### config.mk
export PLATFORM = sky130hd
export DESIGN_NAME = divider_128bits_seq
export DESIGN_NICKNAME = d
export VERILOG_FILES = /design/src/rtl/divider_128bits_seq.sv
export SDC_FILE = /design/constraint.sdc
export NUM_CORES = 1
export LEC_CHECK = 0
export CAP_MARGIN = 20
export CORE_MARGIN = 1
export CORE_UTILIZATION = 35
export CTS_CLUSTER_SIZE = 28
export DETAILED_ROUTE_END_ITERATION = 12
export SYNTH_ARGS = -nofsm -noshare
export SYNTH_HDL_FRONTEND = slang
export SYNTH_SLANG_ARGS = --single-unit
### constraint.sdc
create_clock -name clk -period 8.1 [get_ports clk]
set_input_delay 1.62 -clock clk [delete_from_list [all_inputs] [get_ports clk]]
set_output_delay 1.62 -clock clk [all_outputs]
set_load 0.02 [all_outputs]
### src/rtl/divider_128bits_seq.sv
// divider_128bits_seq
//
// Sequential restoring divider: 2*WIDTH-bit unsigned dividend by WIDTH-bit
// unsigned divisor, one quotient bit per clock. It is the inverse of the
// WIDTHxWIDTH multipliers, so a product fed back in with either factor as
// the divisor returns the other factor with a zero remainder.
//
// Ports:
//   clk, rst_n   rising-edge clock, asynchronous active-low reset
//   start        request, sampled only while ready=1
//   dividend     2*WIDTH-bit numerator, captured with start
//   divisor      WIDTH-bit denominator, captured with start
//   ready        idle, able to accept start
//   done         one-cycle pulse, results valid
//   quotient     WIDTH-bit quotient (all ones on divide-by-zero or overflow)
//   remainder    WIDTH-bit remainder
//   div_by_zero  divisor was zero for the completed operation
//   overflow     quotient would not fit in WIDTH bits
//
// Latency from the accepting edge (cycle 0): done in cycle WIDTH+1 for a
// normal divide, cycle 1 for the error paths. All outputs are registered.
module divider_128bits_seq #(
  parameter int WIDTH = 64
) (
  input  logic                 clk,
  input  logic                 rst_n,
  input  logic                 start,
  input  logic [2*WIDTH-1:0]   dividend,
  input  logic [WIDTH-1:0]     divisor,
  output logic                 ready,
  output logic                 done,
  output logic [WIDTH-1:0]     quotient,
  output logic [WIDTH-1:0]     remainder,
  output logic                 div_by_zero,
  output logic                 overflow
);

  localparam int CW = $clog2(WIDTH);

  typedef enum logic [1:0] {
    IDLE = 2'd0,
    RUN  = 2'd1,
    DONE = 2'd2
  } state_t;

  state_t            state, state_nxt;
  logic [WIDTH-1:0]  r;        // partial remainder, always < dvsr while running
  logic [WIDTH-1:0]  q;        // dividend low half shifting out, quotient shifting in
  logic [WIDTH-1:0]  dvsr;     // captured divisor
  logic [CW-1:0]     count;    // remaining iterations minus one

  logic              accept;
  logic              is_zero;
  logic              is_ovf;
  logic [WIDTH-1:0]  div_hi;
  logic [WIDTH-1:0]  div_lo;
  logic [WIDTH:0]    t;        // {r, next dividend bit}, one bit wider than r
  logic              ge;
  logic [WIDTH-1:0]  r_step;
  logic [WIDTH-1:0]  q_step;

  assign div_hi  = dividend[2*WIDTH-1:WIDTH];
  assign div_lo  = dividend[WIDTH-1:0];
  assign accept  = (state == IDLE) && start;
  assign is_zero = (divisor == '0);
  // A quotient fits in WIDTH bits only when the high half is below the divisor.
  assign is_ovf  = !is_zero && (div_hi >= divisor);

  // One restoring step. The compare needs the extra top bit of t, but since
  // r < dvsr the difference always fits in WIDTH bits, so the subtraction
  // can be done modulo 2**WIDTH on the low bits.
  assign t      = {r, q[WIDTH-1]};
  assign ge     = (t >= {1'b0, dvsr});
  assign r_step = ge ? (t[WIDTH-1:0] - dvsr) : t[WIDTH-1:0];
  assign q_step = {q[WIDTH-2:0], ge};

  // NOTE: every signal written in an always_comb gets a default first, so no
  // path through the case can leave it unassigned and infer a latch.
  always_comb begin
    state_nxt = state;
    case (state)
      IDLE: if (start) state_nxt = (is_zero || is_ovf) ? DONE : RUN;
      RUN:  if (count == '0) state_nxt = DONE;
      DONE: state_nxt = IDLE;
      default: state_nxt = IDLE;
    endcase
  end

  // NOTE: sequential state uses non-blocking assignments so every register
  // samples pre-edge values regardless of statement order.
  always_ff @(posedge clk or negedge rst_n) begin
    if (!rst_n) begin
      state <= IDLE;
      ready <= 1'b1;
      done  <= 1'b0;
    end else begin
      state <= state_nxt;
      // ready/done are decoded from the next state so they stay registered.
      ready <= (state_nxt == IDLE);
      done  <= (state_nxt == DONE);
    end
  end

  always_ff @(posedge clk or negedge rst_n) begin
    if (!rst_n) begin
      r           <= '0;
      q           <= '0;
      dvsr        <= '0;
      count       <= '0;
      quotient    <= '0;
      remainder   <= '0;
      div_by_zero <= 1'b0;
      overflow    <= 1'b0;
    end else if (accept) begin
      dvsr        <= divisor;
      div_by_zero <= 1'b0;
      overflow    <= 1'b0;
      if (is_zero) begin
        div_by_zero <= 1'b1;
        quotient    <= '1;
        remainder   <= div_lo;
      end else if (is_ovf) begin
        overflow    <= 1'b1;
        quotient    <= '1;
        remainder   <= '0;
      end else begin
        r     <= div_hi;
        q     <= div_lo;
        count <= CW'(WIDTH - 1);
      end
    end else if (state == RUN) begin
      r <= r_step;
      q <= q_step;
      if (count == '0) begin
        // Publish on the last step so the results are valid together with done
        // and then hold until the next accepted start.
        quotient  <= q_step;
        remainder <= r_step;
      end else begin
        count <= count - 1'b1;
      end
    end
  end

endmodule

==> insert_results.sql, run 1 <==
INSERT INTO impl_metrics (metric_group, metric, value, unit) VALUES
('synth', 'synth_cell_types', '86', ''),
('power', 'p_sw_frac', '0.493', ''),
('power', 'ir_drop', '0.233', 'mV'),
('cells_and_area', 'drive_gt1_frac', '0.0470', ''),
('synth', 'synth.ff_latch_count', '332', ''),
('floorplanning', 'design.portCount', '327', ''),
('setup_path', 'startpoint_type', 'input port', ''),
('routing', 'drc', '0', ''),
('clocking', 'numCtsBuffers', '39', ''),
('clocking', 'hold_fix_buffers_at_cts', '0', ''),
('sta', 'final_max_slew_viol_count', '0', ''),
('min_path', 'hold_path.startpoint', 'quotient[36]', ''),
('sta', 'worstMarginPinSlew', '1.05', 'ns'),
('floorplanning', 'rows', '88', ''),
('run', 'max-cap-violations', '0', ''),
('synth', 'synth.yosys.warnings', '0', ''),
('synth', 'yosysSeqAreaShare', '0.402', ''),
('power', 'power.sequential.fraction', '0.227', ''),
('synth', 'synth_edf_count', '0', ''),
('sta', 'clock_skew', '0.0242', 'ns'),
('synth', 'synth.net_count', '2705', ''),
('synth', 'most_frequent_cell_after_synthesis', 'dfrtp_1', ''),
('power', 'power.switching', '6.42', 'mW'),
('clocking', 'clock-root-buffer', 'clkbuf_16', ''),
('setup_path', 'regToRegStartpoint', 'r[15]', ''),
('clocking', 'tritoncts', 'built', ''),
('synth', 'syn-mean-instance-area', '8.68', 'sq um'),
('setup_path', 'cp.required', '8.48', 'ns'),
('placed_design', 'place.gp.congestion', '0.907', ''),
('power', 'p_int', '6.61', 'mW'),
('sta', 'fmax', '169', 'MHz'),
('clocking', 'path_clk_slew', '0.06', 'ns'),
('floorplanning', 'core', '58000', 'sq um'),
('sta', 'finalSetupViolations', '0', ''),
('routing', 'drt-vias-per-instance', '5.63', ''),
('synth', 'synth_top_cells_by_area', 'dfrtp_1, ha_1, nand2_1', ''),
('clocking', 'clkSinkCount', '332', ''),
('synth', 'synth_ff_type', 'dfrtp_1', ''),
('sta', 'rsz_0062_raised_after_global_routing', 'false', ''),
('min_path', 'worst_hold_path_type', 'reg -> reg', ''),
('placed_design', 'number_of_input_and_output_port_buffers_inserted', '326', ''),
('clocking', 'clk_path_buf_depth', '3', ''),
('routing', 'routedWlPerCell', '22.5', 'microns'),
('grt', 'first_global_vias', '18700', ''),
('setup_path', 'timing.critical_path.to_type', 'flop', ''),
('synth', 'synth_top_cell_by_area', 'dfrtp_1', ''),
('setup_path', 'worst-path-max-fanout', '114', ''),
('setup_path', 'timing.rr.end', 'r[9]', ''),
('sta', 'final_hold_viol_count', '0', ''),
('sta', 'min_period_over_period', '0.729', ''),
('floorplanning', 'die-width', '245', 'microns'),
('synth', 'synth_async_sr_flop_share', '1.00', ''),
('outcome', 'status', 'finished clean', ''),
('floorplanning', 'floorplan.die_area', '60000', 'sq um'),
('synth', 'synth_cells', '2380', ''),
('sta', 'fin_tns_setup', '0', 'ns'),
('setup_path', 'reg2reg_depth', '12', ''),
('grt', 'grt_pass1_wl', '115000', 'microns'),
('synth', 'mappedNetlistArea', '20700', 'sq um'),
('placed_design', 'dpl.hpwl', '59300', 'microns'),
('clocking', 'clkLatencyLatePin', '0.57', 'ns'),
('setup_path', 'worst_ep_arrival_time', '6.28', 'ns'),
('power', 'leakage_component_of_the_power', '11.2', 'nW'),
('setup_path', 'path_class', 'in -> reg', ''),
('routing', 'routed_wirelength', '76600', 'microns'),
('sta', 'timing.slew.headroom', '0.300', ''),
('routing', 'dr_total_vias', '19200', ''),
('grt', 'grt_total_ovfl', '0', ''),
('clocking', 'cts-resized-gates', '0', ''),
('floorplanning', 'die-height', '245', 'microns'),
('grt', 'pin_count_of_the_biggest_net_entering_global_routing', '128', '');
[power by group through the flow]
| stage | sequential [mW] | combinational, mW | clock, mW |
|---|---|---|---|
| 2_1_floorplan | 3.07 | 5.35 | 0 |
| 3_3_place_gp | 2.95 | 8.06 | 0 |
| 3_5_place_dp | 2.98 | 8.14 | 0 |
| 4_1_cts | 2.95 | 8.18 | 1.83 |
| 5_1_grt | 3.04 | 8.97 | 1.90 |
| 6_report | 2.96 | 8.27 | 1.80 |
[final cells by class]
cell class | instances | area (sq um) | area share
timing repair buffer | 351 | 3480 | 0.135
antenna | 3 | 7.51 | 0.000292
clock inverter | 11 | 165 | 0.00642
tap | 765 | 957 | 0.0372
sequential | 332 | 8310 | 0.323
clock buffer | 57 | 1120 | 0.0437
inverter | 153 | 577 | 0.0224
multi-input combinational | 1736 | 11100 | 0.431
[sequential cells by signal (all words and copies together), names as in the netlist]
name and count:
count 6, remainder 64, ready 1, dvsr 64, quotient 64, r 64, overflow 1, div_by_zero 1
q 64, done 1, state 2
[stage by stage]
| step | cells | util | setup WS [ns] | area, sq um | hold WS [ns] |
|---|---|---|---|---|---|
| floorplan | 2380 | - | 3.97 | 20700 | 0.450 |
| global route | 3406 | 0.443 | 1.86 | 25700 | 0.504 |
| global placement | 3337 | 0.421 | 1.75 | 24400 | 0.473 |
| detailed placement | 3337 | 0.421 | 1.63 | 24400 | 0.478 |
| CTS | 3405 | 0.443 | 2.21 | 25700 | 0.491 |
| finish | 3408 | 0.443 | 2.20 | 25700 | 0.486 |
[how the worst max path moves through the flow]
stage | start | end | slack (ns) | cells past startpoint
6_report | divisor[61] | q[36] | 2.20 | 12
5_1_grt | divisor[61] | q[10] | 1.86 | 13
4_1_cts | divisor[61] | q[55] | 2.21 | 12
3_5_place_dp | divisor[61] | q[55] | 1.63 | 12
3_3_place_gp | divisor[61] | q[10] | 1.75 | 12
2_1_floorplan | divisor[53] | count[3] | 3.97 | 12
[cells in the final DEF (no fill, tap or decap), types with 16 or more instances in the layout]
cell / Yosys / layout
dfrtp_1: 331 / 331
clkdlybuf4s50_1: 0 / 325
nand2_1: 310 / 309
o21ai_0: 186 / 186
a21oi_1: 185 / 185
inv_1: 152 / 152
nor2_1: 145 / 144
ha_1: 129 / 129
a31oi_1: 113 / 112
a21o_1: 90 / 90
o22a_1: 63 / 63
mux2i_1: 46 / 46
o21ai_1: 41 / 40
clkbuf_16: 0 / 39
o21a_1: 37 / 37
nand4_1: 36 / 36
nand3_1: 36 / 36
xnor2_1: 36 / 36
nor3_1: 27 / 27
buf_4: 7 / 23
nor4_1: 20 / 20
xor2_1: 20 / 20
or3_1: 17 / 17
o21bai_1: 16 / 16
[routing by layer]
metal / vias to the layer above / routed length (microns) / track usage / share of wire
li1: 9026 / - / - / -
met1: 9436 / 34800 / 0.349 / 0.45
met2: 610 / 35200 / 0.401 / 0.46
met3: 94 / 5060 / 0.0493 / 0.066
met4: 12 / 1520 / 0.0563 / 0.020
met5: - / 79 / 0 / 0.0010
[logic make-up (layout without fill, tap and decap cells)]
group                    after synthesis  count (layout)  share of synthesized area
AO/OA/AOI/OAI                        841             841                      0.261
flip-flops                           332             332                      0.402
AND/OR/NAND/NOR                      656             656                      0.144
XOR/XNOR                              56              56                     0.0237
buffers and inverters                312             572                     0.0635
multiplexers                          53              53                     0.0265
other                                  0               3                          0
adder cells (fa/ha/maj)              130             130                     0.0791
[worst max-delay path, cell delays in order]
cell,delay (ns)
clkdlybuf4s50_1,0.59
inv_1,0.07
ha_1,0.30
a21o_1,0.18
a21o_1,0.17
a21oi_1,0.13
o21ai_0,0.32
nor4_2,0.65
nand3_1,0.39
o21ai_4,0.72
buf_4,0.91
a31oi_1,0.19
(Power assumes the default switching activity.)
==> run 2, diff against run 1 <==
clock period = 5.2 ns   (was 8.1 ns; I/O delays follow)
==> insert_results.sql, run 2 (synthesized netlist as in run 1, its figures left out) <==
INSERT INTO impl_metrics (metric_group, metric, value, unit) VALUES
('floorplanning', 'die-width', '245', 'microns'),
('routing', 'routedWlPerCell', '22.2', 'microns'),
('cells_and_area', 'final_common_cell', 'dfrtp_1', ''),
('sta', 'worst_setup_margin', '0.594', 'ns'),
('cells_and_area', 'flow.area_growth_from_synthesis', '27.1', '%'),
('setup_path', 'cp.required', '5.63', 'ns'),
('sta', 'min_period_over_period', '0.886', ''),
('clocking', 'numCtsBuffers', '40', ''),
('floorplanning', 'design.portCount', '327', ''),
('placed_design', 'dpl.hpwl', '59800', 'microns'),
('grt', 'first_global_vias', '19000', ''),
('setup_path', 'worst_ep_arrival_time', '5.03', 'ns'),
('power', 'pwr_density_cell', '783', 'nW/um^2'),
('setup_path', 'worst-path-max-fanout', '10', ''),
('clocking', 'tritoncts', 'built', ''),
('sta', 'fin_tns_setup', '0', 'ns'),
('placed_design', 'number_of_input_and_output_port_buffers_inserted', '326', ''),
('clocking', 'path_clk_slew', '0.06', 'ns'),
('sta', 'clock_skew', '0.0257', 'ns'),
('floorplanning', 'die-height', '245', 'microns'),
('sta', 'fmax', '217', 'MHz'),
('routing', 'drt-vias-per-instance', '5.62', ''),
('sta', 'rsz_0062_raised_after_global_routing', 'false', ''),
('power', 'leakage_component_of_the_power', '11.5', 'nW'),
('clocking', 'htreeDepth', '2', ''),
('routing', 'dr_total_vias', '19400', ''),
('power', 'ir_drop', '0.309', 'mV'),
('cells_and_area', 'design.final.nets', '2985', ''),
('setup_path', 'worst_path_largest_cell_delay', '0.72', 'ns'),
('sta', 'finalSetupViolations', '0', ''),
('sta', 'final_max_slew_viol_count', '0', ''),
('floorplanning', 'floorplan.die_area', '60000', 'sq um'),
('outcome', 'status', 'finished clean', ''),
('run', 'max-cap-violations', '0', ''),
('grt', 'grt_total_ovfl', '0', ''),
('sta', 'worstMarginPinSlew', '0.979', 'ns'),
('sta', 'final_hold_viol_count', '0', ''),
('placed_design', 'pre_cts_slack', '0.0469', 'ns'),
('routing', 'firstDrtPassIters', '6', ''),
('sta', 'timing.slew.headroom', '0.348', ''),
('min_path', 'worst_hold_path_type', 'reg -> reg', ''),
('setup_path', 'timing.critical_path.to_type', 'flop', ''),
('routing', 'drt_iter0_drc', '1444', ''),
('grt', 'grt_pass1_wl', '116000', 'microns'),
('routing', 'drc', '0', ''),
('cells_and_area', 'drive_gt1_frac', '0.0658', ''),
('clocking', 'postCtsSetupBuffers', '0', ''),
('clocking', 'clock-root-buffer', 'clkbuf_16', ''),
('clocking', 'hold_fix_buffers_at_cts', '0', ''),
('clocking', 'clk_path_buf_depth', '3', ''),
('grt', 'pin_count_of_the_biggest_net_entering_global_routing', '114', ''),
('clocking', 'cts-resized-gates', '0', ''),
('setup_path', 'path_class', 'in -> reg', ''),
('placed_design', 'place.gp.congestion', '0.921', ''),
('routing', 'routed_wirelength', '76800', 'microns'),
('clocking', 'clkLatencyLatePin', '0.57', 'ns'),
('routing', 'drtAntennaViolNets', '0', ''),
('floorplanning', 'rows', '88', ''),
('setup_path', 'startpoint_type', 'input port', ''),
('grt', 'grt_antenna_before_repair', '6', ''),
('clocking', 'clkSinkCount', '332', ''),
('cells_and_area', 'mostFrequentLayoutCells', 'dfrtp_1, clkdlybuf4s50_1, nand2_1, o21ai_0, a21oi_1', ''),
('setup_path', 'critical-path-slowest-cell', 'a221oi_1', ''),
('grt', 'grt.total_usage', '0.252', ''),
('setup_path', 'crit_path_cell_trace', 'clkdlybuf4s50_1 > inv_1 > ha_1 > a21oi_1 > o21ai_0 > a221oi_1 > nor3_1 > buf_4 > nor4_2 > nand3_1 > buf_4 > or3b_1 > a21oi_4 > mux2i_1 > a21oi_1', ''),
('sta', 'min_period', '4.61', 'ns'),
('floorplanning', 'core', '58000', 'sq um'),
('floorplanning', 'initial_utilization', '0.356', '');
[run 2: cell count changes in the layout (fill, tap and decap cells not counted), sizes merged]
cell and change:
clkinvlp -1, bufinv -2, buf +46, diode +1
inv +3, clkinv +5, clkbuf -1
[run 2: metrics by stage]
step / hold WS [ns] / std cells / total power, mW / cell area, sq um / utilization
2_1_floorplan: 0.450 / 2380 / 13.1 / 20700 / -
3_3_place_gp: 0.456 / 3383 / 17.5 / 25000 / 0.430
3_5_place_dp: 0.461 / 3383 / 17.6 / 25000 / 0.430
4_1_cts: 0.477 / 3455 / 20.5 / 26200 / 0.452
5_1_grt: 0.508 / 3457 / 22.0 / 26200 / 0.452
6_report: 0.472 / 3459 / 20.6 / 26300 / 0.452
[run 2: report_power, final]
part           switching, mW  internal (mW)  leakage (nW)  total (mW)
Clock                   1.15           1.60         0.640        2.76
Sequential             0.842           3.78          3.72        4.62
Combinational           8.06           5.12          7.14        13.2
Total                   10.1           10.5          11.5        20.6
[run 2: worst paths after layout]
| check | from | to | slack [ns] | depth (start not counted) |
|---|---|---|---|---|
| max | divisor[29] | count[3] | 0.59 | 15 |
| min | remainder[42] | remainder[42] | 0.47 | 2 |
| max reg2reg | r[39] | r[23] | 1.09 | 12 |
| min reg2reg | remainder[42] | remainder[42] | 0.47 | 2 |
| max in group asynchronous | rst_n | remainder[24] | 3.58 | 2 |
| min in group asynchronous | rst_n | quotient[9] | 0.54 | 1 |
[run 2: area by class of cell]
cell class	count	area [sq um]
clock inverters	16	138
flip-flops and latches	332	8310
multi-input cells	1736	11100
repair buffers	397	4010
inverters	153	577
diodes	4	10.0
fillers	5639	31800
well taps	765	957
clock buffers	56	1150
[run 2: worst max-delay path: cells and delay by family]
family                     cells  cell delay (ns)
and+or+nand+nor                4             1.11
buffers and inverters          4             1.00
muxes                          1             0.22
adders and majority gates      1             0.28
AOI/OAI and AO/OA              5             1.39
[run 2: metal layers]
| metal | GRT usage | vias up | wire length (microns) |
|---|---|---|---|
| li1 | - | 9114 | - |
| met1 | 0.364 | 9611 | 35900 |
| met2 | 0.393 | 596 | 34300 |
| met3 | 0.0351 | 105 | 4500 |
| met4 | 0.0667 | 6 | 1970 |
| met5 | 0 | - | 43 |
